### config.mk
export PLATFORM = sky130hd
export DESIGN_NAME = mp_add_seq
export DESIGN_NICKNAME = d
export VERILOG_FILES = /design/src/rtl/mp_add_seq.sv
export SDC_FILE = /design/constraint.sdc
export NUM_CORES = 1
export LEC_CHECK = 0
export CAP_MARGIN = 20
export CORE_UTILIZATION = 30
export DETAILED_ROUTE_END_ITERATION = 8
export PLACE_DENSITY_LB_ADDON = 0.05
export SLEW_MARGIN = 15
export SYNTH_ARGS = -nofsm -noshare
export SYNTH_HDL_FRONTEND = slang
export SYNTH_SLANG_ARGS = --single-unit
### constraint.sdc
create_clock -name clk -period 5.65 [get_ports clk]
set_clock_uncertainty 0.15 [all_clocks]
set_input_delay 1.13 -clock clk [delete_from_list [all_inputs] [get_ports clk]]
set_output_delay 1.13 -clock clk [all_outputs]
set_load 0.01 [all_outputs]
### src/rtl/mp_add_seq.sv
// Sequential multi-word adder: one 32-bit word per clock, LSW first, integer
// (carry chain) or GF(2) carry-less mode, valid/ready on both sides.
module mp_add_seq #(
    parameter int NWORDS = 4,
    parameter int W      = 32
) (
    input  logic                  clk,
    input  logic                  rst,
    input  logic                  in_valid,
    output logic                  in_ready,
    input  logic                  mode,
    input  logic                  carry_option,
    input  logic [W*NWORDS-1:0]   a,
    input  logic [W*NWORDS-1:0]   b,
    output logic                  out_valid,
    input  logic                  out_ready,
    output logic [W*NWORDS-1:0]   sum,
    output logic                  carry_out
);

    localparam int             IW       = $clog2(NWORDS);
    localparam logic [IW-1:0]  LAST_IDX = IW'(NWORDS - 1);

    typedef enum logic [1:0] {
        IDLE,
        RUN,
        DONE
    } state_t;

    state_t                     state;
    state_t                     state_nxt;

    logic [NWORDS-1:0][W-1:0]   a_q;
    logic [NWORDS-1:0][W-1:0]   b_q;
    logic [NWORDS-1:0][W-1:0]   sum_q;
    logic                       mode_q;
    logic                       carry_q;
    logic                       carry_out_q;
    logic [IW-1:0]              idx;

    logic [W:0]                 add_res;
    logic [W-1:0]               word_res;
    logic                       carry_nxt;
    logic                       last_word;
    logic                       accept;

    // NOTE: sequential state uses non-blocking (<=) so every flop samples
    // pre-edge values; blocking here would create order-dependent races.
    always_ff @(posedge clk or posedge rst) begin
        if (rst) begin
            state <= IDLE;
        end else begin
            state <= state_nxt;
        end
    end

    // NOTE: state_nxt gets a default before the case so no path leaves it
    // unassigned, which would otherwise infer a latch.
    always_comb begin
        state_nxt = state;
        case (state)
            IDLE:    if (in_valid)  state_nxt = RUN;
            RUN:     if (last_word) state_nxt = DONE;
            DONE:    if (out_ready) state_nxt = IDLE;
            default:                state_nxt = IDLE;
        endcase
    end

    always_comb begin
        in_ready  = (state == IDLE);
        out_valid = (state == DONE);
    end

    assign accept    = (state == IDLE) && in_valid;
    assign last_word = (idx == LAST_IDX);

    // The single shared word adder; XOR path bypasses it in GF(2) mode.
    always_comb begin
        add_res = {1'b0, a_q[idx]} + {1'b0, b_q[idx]} + {{W{1'b0}}, carry_q};
        if (mode_q) begin
            word_res  = a_q[idx] ^ b_q[idx];
            carry_nxt = 1'b0;
        end else begin
            word_res  = add_res[W-1:0];
            carry_nxt = add_res[W];
        end
    end

    // NOTE: operand holding registers are deliberately not reset; they are
    // only read in RUN, which is always entered through a capture.
    always_ff @(posedge clk) begin
        if (accept) begin
            a_q    <= a;
            b_q    <= b;
            mode_q <= mode;
        end
    end

    always_ff @(posedge clk or posedge rst) begin
        if (rst) begin
            carry_q     <= 1'b0;
            carry_out_q <= 1'b0;
            idx         <= '0;
            sum_q       <= '0;
        end else begin
            case (state)
                IDLE: begin
                    if (in_valid) begin
                        carry_q     <= carry_option & ~mode;
                        carry_out_q <= 1'b0;
                        idx         <= '0;
                        sum_q       <= '0;
                    end
                end
                RUN: begin
                    sum_q[idx] <= word_res;
                    carry_q    <= carry_nxt;
                    // Index parks on the last word instead of wrapping.
                    if (last_word) begin
                        carry_out_q <= carry_nxt;
                    end else begin
                        idx <= idx + IW'(1);
                    end
                end
                default: ;
            endcase
        end
    end

    assign sum       = sum_q;
    assign carry_out = carry_out_q;

endmodule
# Word-level counts from Yosys, hierarchy flattened
# Cells that the tools add are included.
[op_classes]
addsub = 3
order_cmp = 2
n_eq_ne = 7
n_mux = 23
bitwise_logic = 3
n_reduce_logical = 8
[op_table]
columns = ["cell", "count"]
rows = [
  ["one-hot mux 128 bit (2 select lines)", 1],
  ["binary-select mux 32 bit (select 2 bit)", 2],
  ["bitwise mux 128 bit", 1],
  ["2-to-1 mux 128 bit", 1],
  ["2-to-1 mux 32 bit", 4],
  ["demux 32 bit (select 2 bit)", 1],
  ["adder 32 x 32 -> 33 bit", 1],
  ["adder 33 x 1 -> 33 bit", 1],
  ["XOR 32 bit", 1],
  ["2-to-1 mux 2 bit", 5],
  ["AND reduction 3 bit", 3],
  ["!= test 2 bit, second input constant", 3],
  ["one-hot mux 2 bit (3 select lines)", 1],
  ["== test 2 bit, second input constant", 2],
  ["2-to-1 mux 1 bit", 4],
  ["one-hot mux 1 bit (2 select lines)", 2],
  ["one-hot mux 2 bit (2 select lines)", 1],
  ["< comparator 2 x 3 -> 1 bit, second input constant", 1],
  ["adder 2 x 1 -> 2 bit, second input constant", 1],
  ["== test 2 x 1 -> 1 bit, second input constant", 1],
  ["greater-or-equal comparator 2 x 1 -> 1 bit, second input constant", 1],
  ["logical AND 1 bit", 2],
  ["logical NOT 2 bit", 1],
  ["!= test 2 x 1 -> 1 bit, second input constant", 1],
  ["4 further kinds", 4],
]
[word_totals]
ff_bits = 391
input_bits = 262
output_inout_bits = 131
word_cells = 63

# Depth between registers and ports, before layout
[logic_depth]
ltp_word = 7
ltp_mapped = 12
depth_no_buf = 10

# Least setup slack after synthesis
# No wires, ideal clock.
[synth_path]
path_type = "input to register"
start = "input in_valid"
end = "register sum_q (netlist bit sum[51])"
setup_time_ns = 0.132
arrival_time_ns = 5.481
required_time_ns = 5.368
setup_slack_ns = -0.113
stages = 6
path_buffers = 2
cell_sequence = "and2_1 -> buf_2 -> nor2_1 -> buf_2 -> a222oi_1 -> nand3_1"
[synth_via]
elab_chain_cells = 2
[synth_lines]
columns = ["item", "line_no", "rtl"]
rows = [
  ["start: declaration", "9", "input logic in_valid,"],
  ["!= test 2 bit (no source line)", "n/a", ""],
  ["AND reduction 2 bit (no source line)", "n/a", ""],
  ["end signal: indexed assignment", "116", "sum_q[idx] <= word_res;"],
  ["end: declaration", "35", "logic [NWORDS-1:0][W-1:0] sum_q;"],
]
# Every way passes these cells.
# A chain may end at the register's enable or synchronous reset.

# Final worst setup path
[layout_path]
start = "register idx[0]"
end = "register sum_q (netlist bit sum[18])"
[layout_via]
elab_chain_cells = 7
elab_cells_between_ends = 15
classes_between = "add/sub: 2; order compare: 2; mux: 9; bitwise: 1; reduce/logical: 1"
[layout_lines]
columns = ["item", "line_no", "rtl"]
rows = [
  ["start: declaration", "39", "logic [IW-1:0] idx;"],
  ["start signal: assignment", "122", "idx <= idx + IW'(1);"],
  ["binary-select mux 32 bit (select 2 bit)", "79, 81", ""],
  ["2-to-1 mux 32 bit (implied by the code)", "79, 81", ""],
  ["adder 32 x 32 -> 33 bit", "79", "add_res = {1'b0, a_q[idx]} + {1'b0, b_q[idx]} + {{W{1'b0}}, carry_q};"],
  ["adder 33 x 1 -> 33 bit", "79", ""],
  ["2-to-1 mux 32 bit", "80", "if (mode_q) begin"],
  ["bitwise mux 128 bit (*)", "116", ""],
  ["one-hot mux 128 bit (2 select lines) (*)", "106", "case (state)"],
]
# Mark *: on every way between the ends. The rest lies on a longest branch, timed or not. The select of a mux whose other input is x is not followed.

==> metrics.md <==
| Metric | Value |
|---|---|
| CTS Buffer Depth | 3 |
| Final Power | 14.26 mW |
| Detail Route Antenna Nets | 0 |
| Crit path cell chain | buf_12 -> mux4_2 -> ha_1 -> a21oi_1 -> o21ai_0 -> a22oi_1 -> nand2_1 -> o21ai_0 -> xor2_1 -> o21ai_0 |
| Cell Rows | between 80 and 90 |
| Post-synth top cells | edfxtp_1, nand2_1, dfrtp_1, o21ai_0, mux4_2 |
| Largest family of logic cells by synthesized area | compound AO/OA/AOI/OAI gates |
| Max-cap violations | 0 |
| CTS Buf Count | 45 |
| Simple-gate share of the synthesized area | around 7.7% |
| Crit-path max FO | 29 |
| Die X-Extent | 237.9 um |
| GRT Total Usage | 18.85% |
| Worst hold stages | 2 |
| Dpl hpwl | 39250 um |
| Initial DRC count | ~700 |
| Setup slack after layout | 1.390 ns |
| Yosys cell types | 69 |
| Number of hold buffers added after cts | 0 |
| DR pass1 iterations | 5 |
| Hold path startpoint | sum[4] |
| RSZ-0062 raised after global routing | false |
| Core Area | 0.05509 mm2 |
| Register area share after synthesis | 66.30% |
| CTS tree | yes |
| Area of the multi-input gates | 0.005306 mm2 |
| Min-delay worst type | reg2reg |
| Clock sinks | 391 |
| Post-synthesis to final-layout area growth | 36.52% |
| First-pass GRT wire length | 78630 um |
| Antenna diode instance count | 0 |
| Syn Nets | 1460 |
| Max Clock Freq | 234.8 MHz |
| Fraction of synthesis flops using an asynchronous set or reset pin | 34.27% |
| Tmin final | 4.260 ns |
| CP startpoint kind | flip-flop |
| Slowest cell on crit path | dfrtp_4 |
| Synthesized area per cell | approximately 14 um2 |
| Worst-margin pin slew | around 0.95 ns |
| FF-to-FF path depth | 10 |
| Synth top area share | 46.22% |
| Largest net degree at the start of global routing | 148 |
| CP dominant cell by count | o21ai_0 |
| WL final | roughly 53000 um |
| Critical Path Max Stage Delay | 0.79 ns |
| Hold Worst Slack | 0.3220 ns |
| Area post-placement | between 0.02 and 0.025 mm2 |
| Yosys warning total | 0 |
| Post-CTS sizing | 0 |
| Clock root buffer | clkbuf_16 |
| Die area | 0.05661 mm2 |
| Post-synth EDFFs | approximately 260 |
| Via/cell ratio | 4.837 |
| Layout Nets | 1852 |
| Clk_lat worst skew | 0.57 ns |
| Synth Instances | 1160 |
| DRC viols | 0 |
| Post-route cell area | 0.02279 mm2 |
| Outcome | completed |
| Worst endpoint required time | 5.92 ns |
| Antenna violations before repair | 0 |
| I/O pin total | 393 |
| Clock transition at the registers of the reported paths | 0.06 ns |
| Register Area | 0.01108 mm2 |
| P_leak | 8.230 nW |
| Via Count | 11300 |
| Vias in the first global route | 11860 |
| Adder-cell share of the synthesized area | 2.937% |
| RD Place Congestion | 0.8572 |
| Fillcell total | 5221 |
| FF-to-FF End | sum[18] |
| Crit path DAT | 4.53 ns |
| Place WS | 1.347 ns |
| I/O Buffers | 392 |
| Total grt overflow | 0 |
| Mux contribution to synthesized area | around 9% |
| Reg2reg setup slack | ~1.4 ns |
| Synth Area in Compound Gates | between 10% and 20% |
| Peak supply drop | 0.2811 mV |
| Post-route setup TNS | 0 ns |
| Post-Synth XOR/XNOR Area | 1.199% |
| WL/cell | 22.85 um |
| Critical path class | reg2reg |
| Synth Register Bits | 391 |
| Crit. End Element | flip-flop |
| H-tree levels | 2 |
| Most common cell in the netlist | edfxtp_1 |
| Die height | 237.9 um |
| Initial Utilization | 30.31% |
| Post-Synthesis Cell Area | 0.01670 mm2 |
| Pwr Density | 625.5 mW/mm2 |
| Finish-stage setup viols | 0 |
| Max-slew headroom | 36.45% |
| Slew Viols, Final | 0 |
| Largest cells by area after synthesis | edfxtp_1, dfrtp_1, mux4_2 |
| Fin crit share | about three quarters |
| Top_reg_cell synth | edfxtp_1 |
| Setup Buffers After CTS | 0 |
| Worst r2r src | idx[0] |
| Fin. Hold Viols | 0 |
| Hold endpoint | sum[4] |
| Layout cells sized above 1 | 11.21% |
| Top cell type by total area after synthesis | edfxtp_1 |
[logic make-up after synthesis]
kind of cell,after synthesis
flip-flops,391
AND/OR/NAND/NOR,284
AO/OA/AOI/OAI,278
buffers and inverters,77
multiplexers,70
adder cells (fa/ha/maj),38
XOR/XNOR,22
[metal layers]
metal	up-vias	GRT usage (%)	routed length, um
met2	356	30.66	25310
met3	66	4.697	3519
met5	-	0	0
met1	5631	24.96	23460
met4	0	5.142	1095
li1	5246	-	-
[power by group]
group | internal [mW] | switching [mW] | leakage [nW] | total (mW)
logic | 2.80 | 4.50 | 3.47 | 7.30
clock network | 1.52 | 1.16 | 0.653 | 2.68
registers | 3.87 | 0.409 | 4.11 | 4.28
[worst max-delay path by stage]
stage	startpoint	end	slack (ns)	cells after the start
after floorplan	rst	carry_out	0.79	1
after global placement	idx[0]	sum[18]	1.35	10
after detailed placement	idx[0]	sum[18]	1.35	10
after CTS	idx[0]	sum[18]	1.33	10
after global routing	idx[0]	sum[18]	1.07	10
final	idx[0]	sum[18]	1.39	10
[cell usage in the layout (no fill, tap or decap), types with 36 or more instances in the layout]
cell,synthesis,layout
clkdlybuf4s50_1,0,392
edfxtp_1,257,257
nand2_1,150,150
dfrtp_1,134,132
o21ai_0,107,107
mux4_2,64,64
a21oi_1,52,52
clkbuf_16,0,47
nor2_1,41,38
ha_1,36,36
[cell type report]
class / count / area share, %
sequential: 391 / 48.60
multi-input combinational: 692 / 23.28
timing repair buffer: 409 / 17.94
clock buffer: 60 / 5.374
tap: 748 / 4.106
clock inverter: 23 / 0.4666
inverter: 13 / 0.2360
[flip-flops by register name (all words and copies together) (netlist names)]
name and flops:
idx 2, a_q 128, carry_out 1, mode_q 1, carry_q 1, sum 128, b_q 128, state 2
[critical path: cells and delay by family (launching register included)]
family | cells | cell delay (ns)
xor gates and xnor gates | 1 | 0.43
muxes | 1 | 0.57
buffers and inverters | 1 | 0.31
and+or+nand+nor | 1 | 0.15
DFF | 1 | 0.79
adders and majority gates | 1 | 0.42
AOI/OAI and AO/OA | 5 | 1.23
[through the flow]
| step | util (%) | instances |
|---|---|---|
| 4_1_cts | 41.37 | 2336 |
| 3_5_place_dp | 38.96 | 2253 |
| 5_1_grt | 41.37 | 2336 |
| 3_3_place_gp | 38.96 | 2253 |
| 2_1_floorplan | - | 1160 |
| 6_report | 41.37 | 2336 |
Note: power is estimated with default switching activity, not from simulation.
==> RTL edit: new RTL, config.mk and constraints unchanged <==
Add an input register stage for `mode`, without a reset; this delays it by one clock. The other inputs are not delayed to match.
--- a/src/rtl/mp_add_seq.sv
+++ b/src/rtl/mp_add_seq.sv
@@ -26,6 +26,12 @@
         RUN,
         DONE
     } state_t;
+
+    logic mode_r;
+
+    always_ff @(posedge clk) begin
+        mode_r <= mode;
+    end
 
     state_t                     state;
     state_t                     state_nxt;
@@ -92,7 +98,7 @@
         if (accept) begin
             a_q    <= a;
             b_q    <= b;
-            mode_q <= mode;
+            mode_q <= mode_r;
         end
     end
 
@@ -106,7 +112,7 @@
             case (state)
                 IDLE: begin
                     if (in_valid) begin
-                        carry_q     <= carry_option & ~mode;
+                        carry_q     <= carry_option & ~mode_r;
                         carry_out_q <= 1'b0;
                         idx         <= '0;
                         sum_q       <= '0;
Check against the original RTL: not equivalent (Yosys sat finds a counterexample within 4 cycles, from zero or initial values and one cycle with rst high).
==> RTL edit against the unedited design <==
- sequential cell count up 1
- setup slack worse by 0.15 ns
- non-clock buffer count up 1
- first-iteration DRC count unchanged
- routed wire length up 1.9%
- area after synthesis up 0.12%
- cell area up 0.36%
- combinational power up 0.5%
- power up 1.3%
- critical path depth unchanged
- count of clock-buffer cells in the layout up 7
==> RTL edit: results <==
{
  "final_nets": 1855,
  "root_buffer": "clkbuf_16",
  "yosysSeqAreaShare_pct": 66.3,
  "wire_per_inst_um": 23.3,
  "grt_use_total_pct": 19.1,
  "slowest_delay_ns": 0.89,
  "fill_cells": 5194,
  "grt_max_degree": 165,
  "synthArstFlopShare_pct": 34.2,
  "p_comb_share_pct": 50.8,
  "dpl.hpwl_um": 39300,
  "synth_fp_nets": 1461,
  "yosys.area_share.adder_pct": 2.93,
  "cp.arrival_ns": 4.68,
  "pre_cts_ws_ns": 1.14,
  "globalplace.congestion": 0.816,
  "ys_warn_count": 0,
  "synth_compound_area_share_pct": 10.8,
  "cp_top_family": "flip-flops",
  "numCtsBuffers": 46,
  "comb_power_w": 0.00734,
  "synth_xor_area_share_pct": 1.20,
  "p_leak_nw": 8.26,
  "outcome": "finished clean",
  "netlist_top_cells_area": "edfxtp_1, dfrtp_1, mux4_2",
  "p_seq_w": 0.00430,
  "drtIter0Drc": 697,
  "synth_commonest_cells": "edfxtp_1, nand2_1, dfrtp_1, o21ai_0, mux4_2",
  "first_pass_iters": 7,
  "via_per_inst": 4.86,
  "drive_gt1_share_pct": 11.4,
  "critPathMaxFanout": 27,
  "first_global_vias": 12021,
  "synth_cell_types": 70,
  "worst_pin_slew_ns": 1.05,
  "antenna_found_initial": 0,
  "internal_power_w": 0.00830,
  "ir_drop_mv": 0.258,
  "hold_class": "reg2reg",
  "grt_overflow_total": 0,
  "grt_pass1_wl_um": 79300,
  "htreeDepth": 2,
  "synthMuxAreaShare_pct": 8.99
}
-- RTL edit: changes by cell type after synthesis --
cell,change
dfxtp_1,+1
-- RTL edit: metrics by stage --
| stage | hold WS [ns] | instances | util (%) | instance area [sq um] |
|---|---|---|---|---|
| floorplan | 0.259 | 1161 | - | 16700 |
| detailed placement | 0.298 | 2255 | 39.0 | 21500 |
| finish | 0.305 | 2339 | 41.5 | 22900 |
| global route | 0.330 | 2339 | 41.5 | 22900 |
| global placement | 0.284 | 2255 | 39.0 | 21500 |
| CTS | 0.311 | 2339 | 41.5 | 22900 |
-- RTL edit: per-layer routing --
| metal | GRT usage, % | up-vias | routed length, um |
|---|---|---|---|
| met2 | 31.6 | 332 | 26300 |
| met1 | 25.1 | 5717 | 23700 |
| met3 | 4.40 | 65 | 3270 |
| li1 | - | 5242 | - |
| met5 | 0 | - | 0 |
| met4 | 4.93 | 0 | 1150 |
-- RTL edit: path summary, 6_finish.rpt --
path,startpoint,to,slack (ns),cells after the start
setup / recovery,idx[0],sum[26],1.24,10
setup reg to reg,idx[0],sum[26],1.24,10
hold reg to reg,mode_r,mode_q,0.31,0
hold / removal,mode_r,mode_q,0.31,0
max in group asynchronous,rst,sum[0],3.45,3
min in group asynchronous,rst,sum[45],0.84,2
-- RTL edit: final cells by class --
cell class / count / area, sq um / share of cell area (%)
timing repair buffer: 410 / 4080 / 17.9
tap: 748 / 936 / 4.09
multi-input combinational: 692 / 5310 / 23.2
clock inverter: 17 / 116 / 0.509
clock buffer: 67 / 1280 / 5.60
inverter: 13 / 53.8 / 0.235
sequential: 392 / 11100 / 48.5
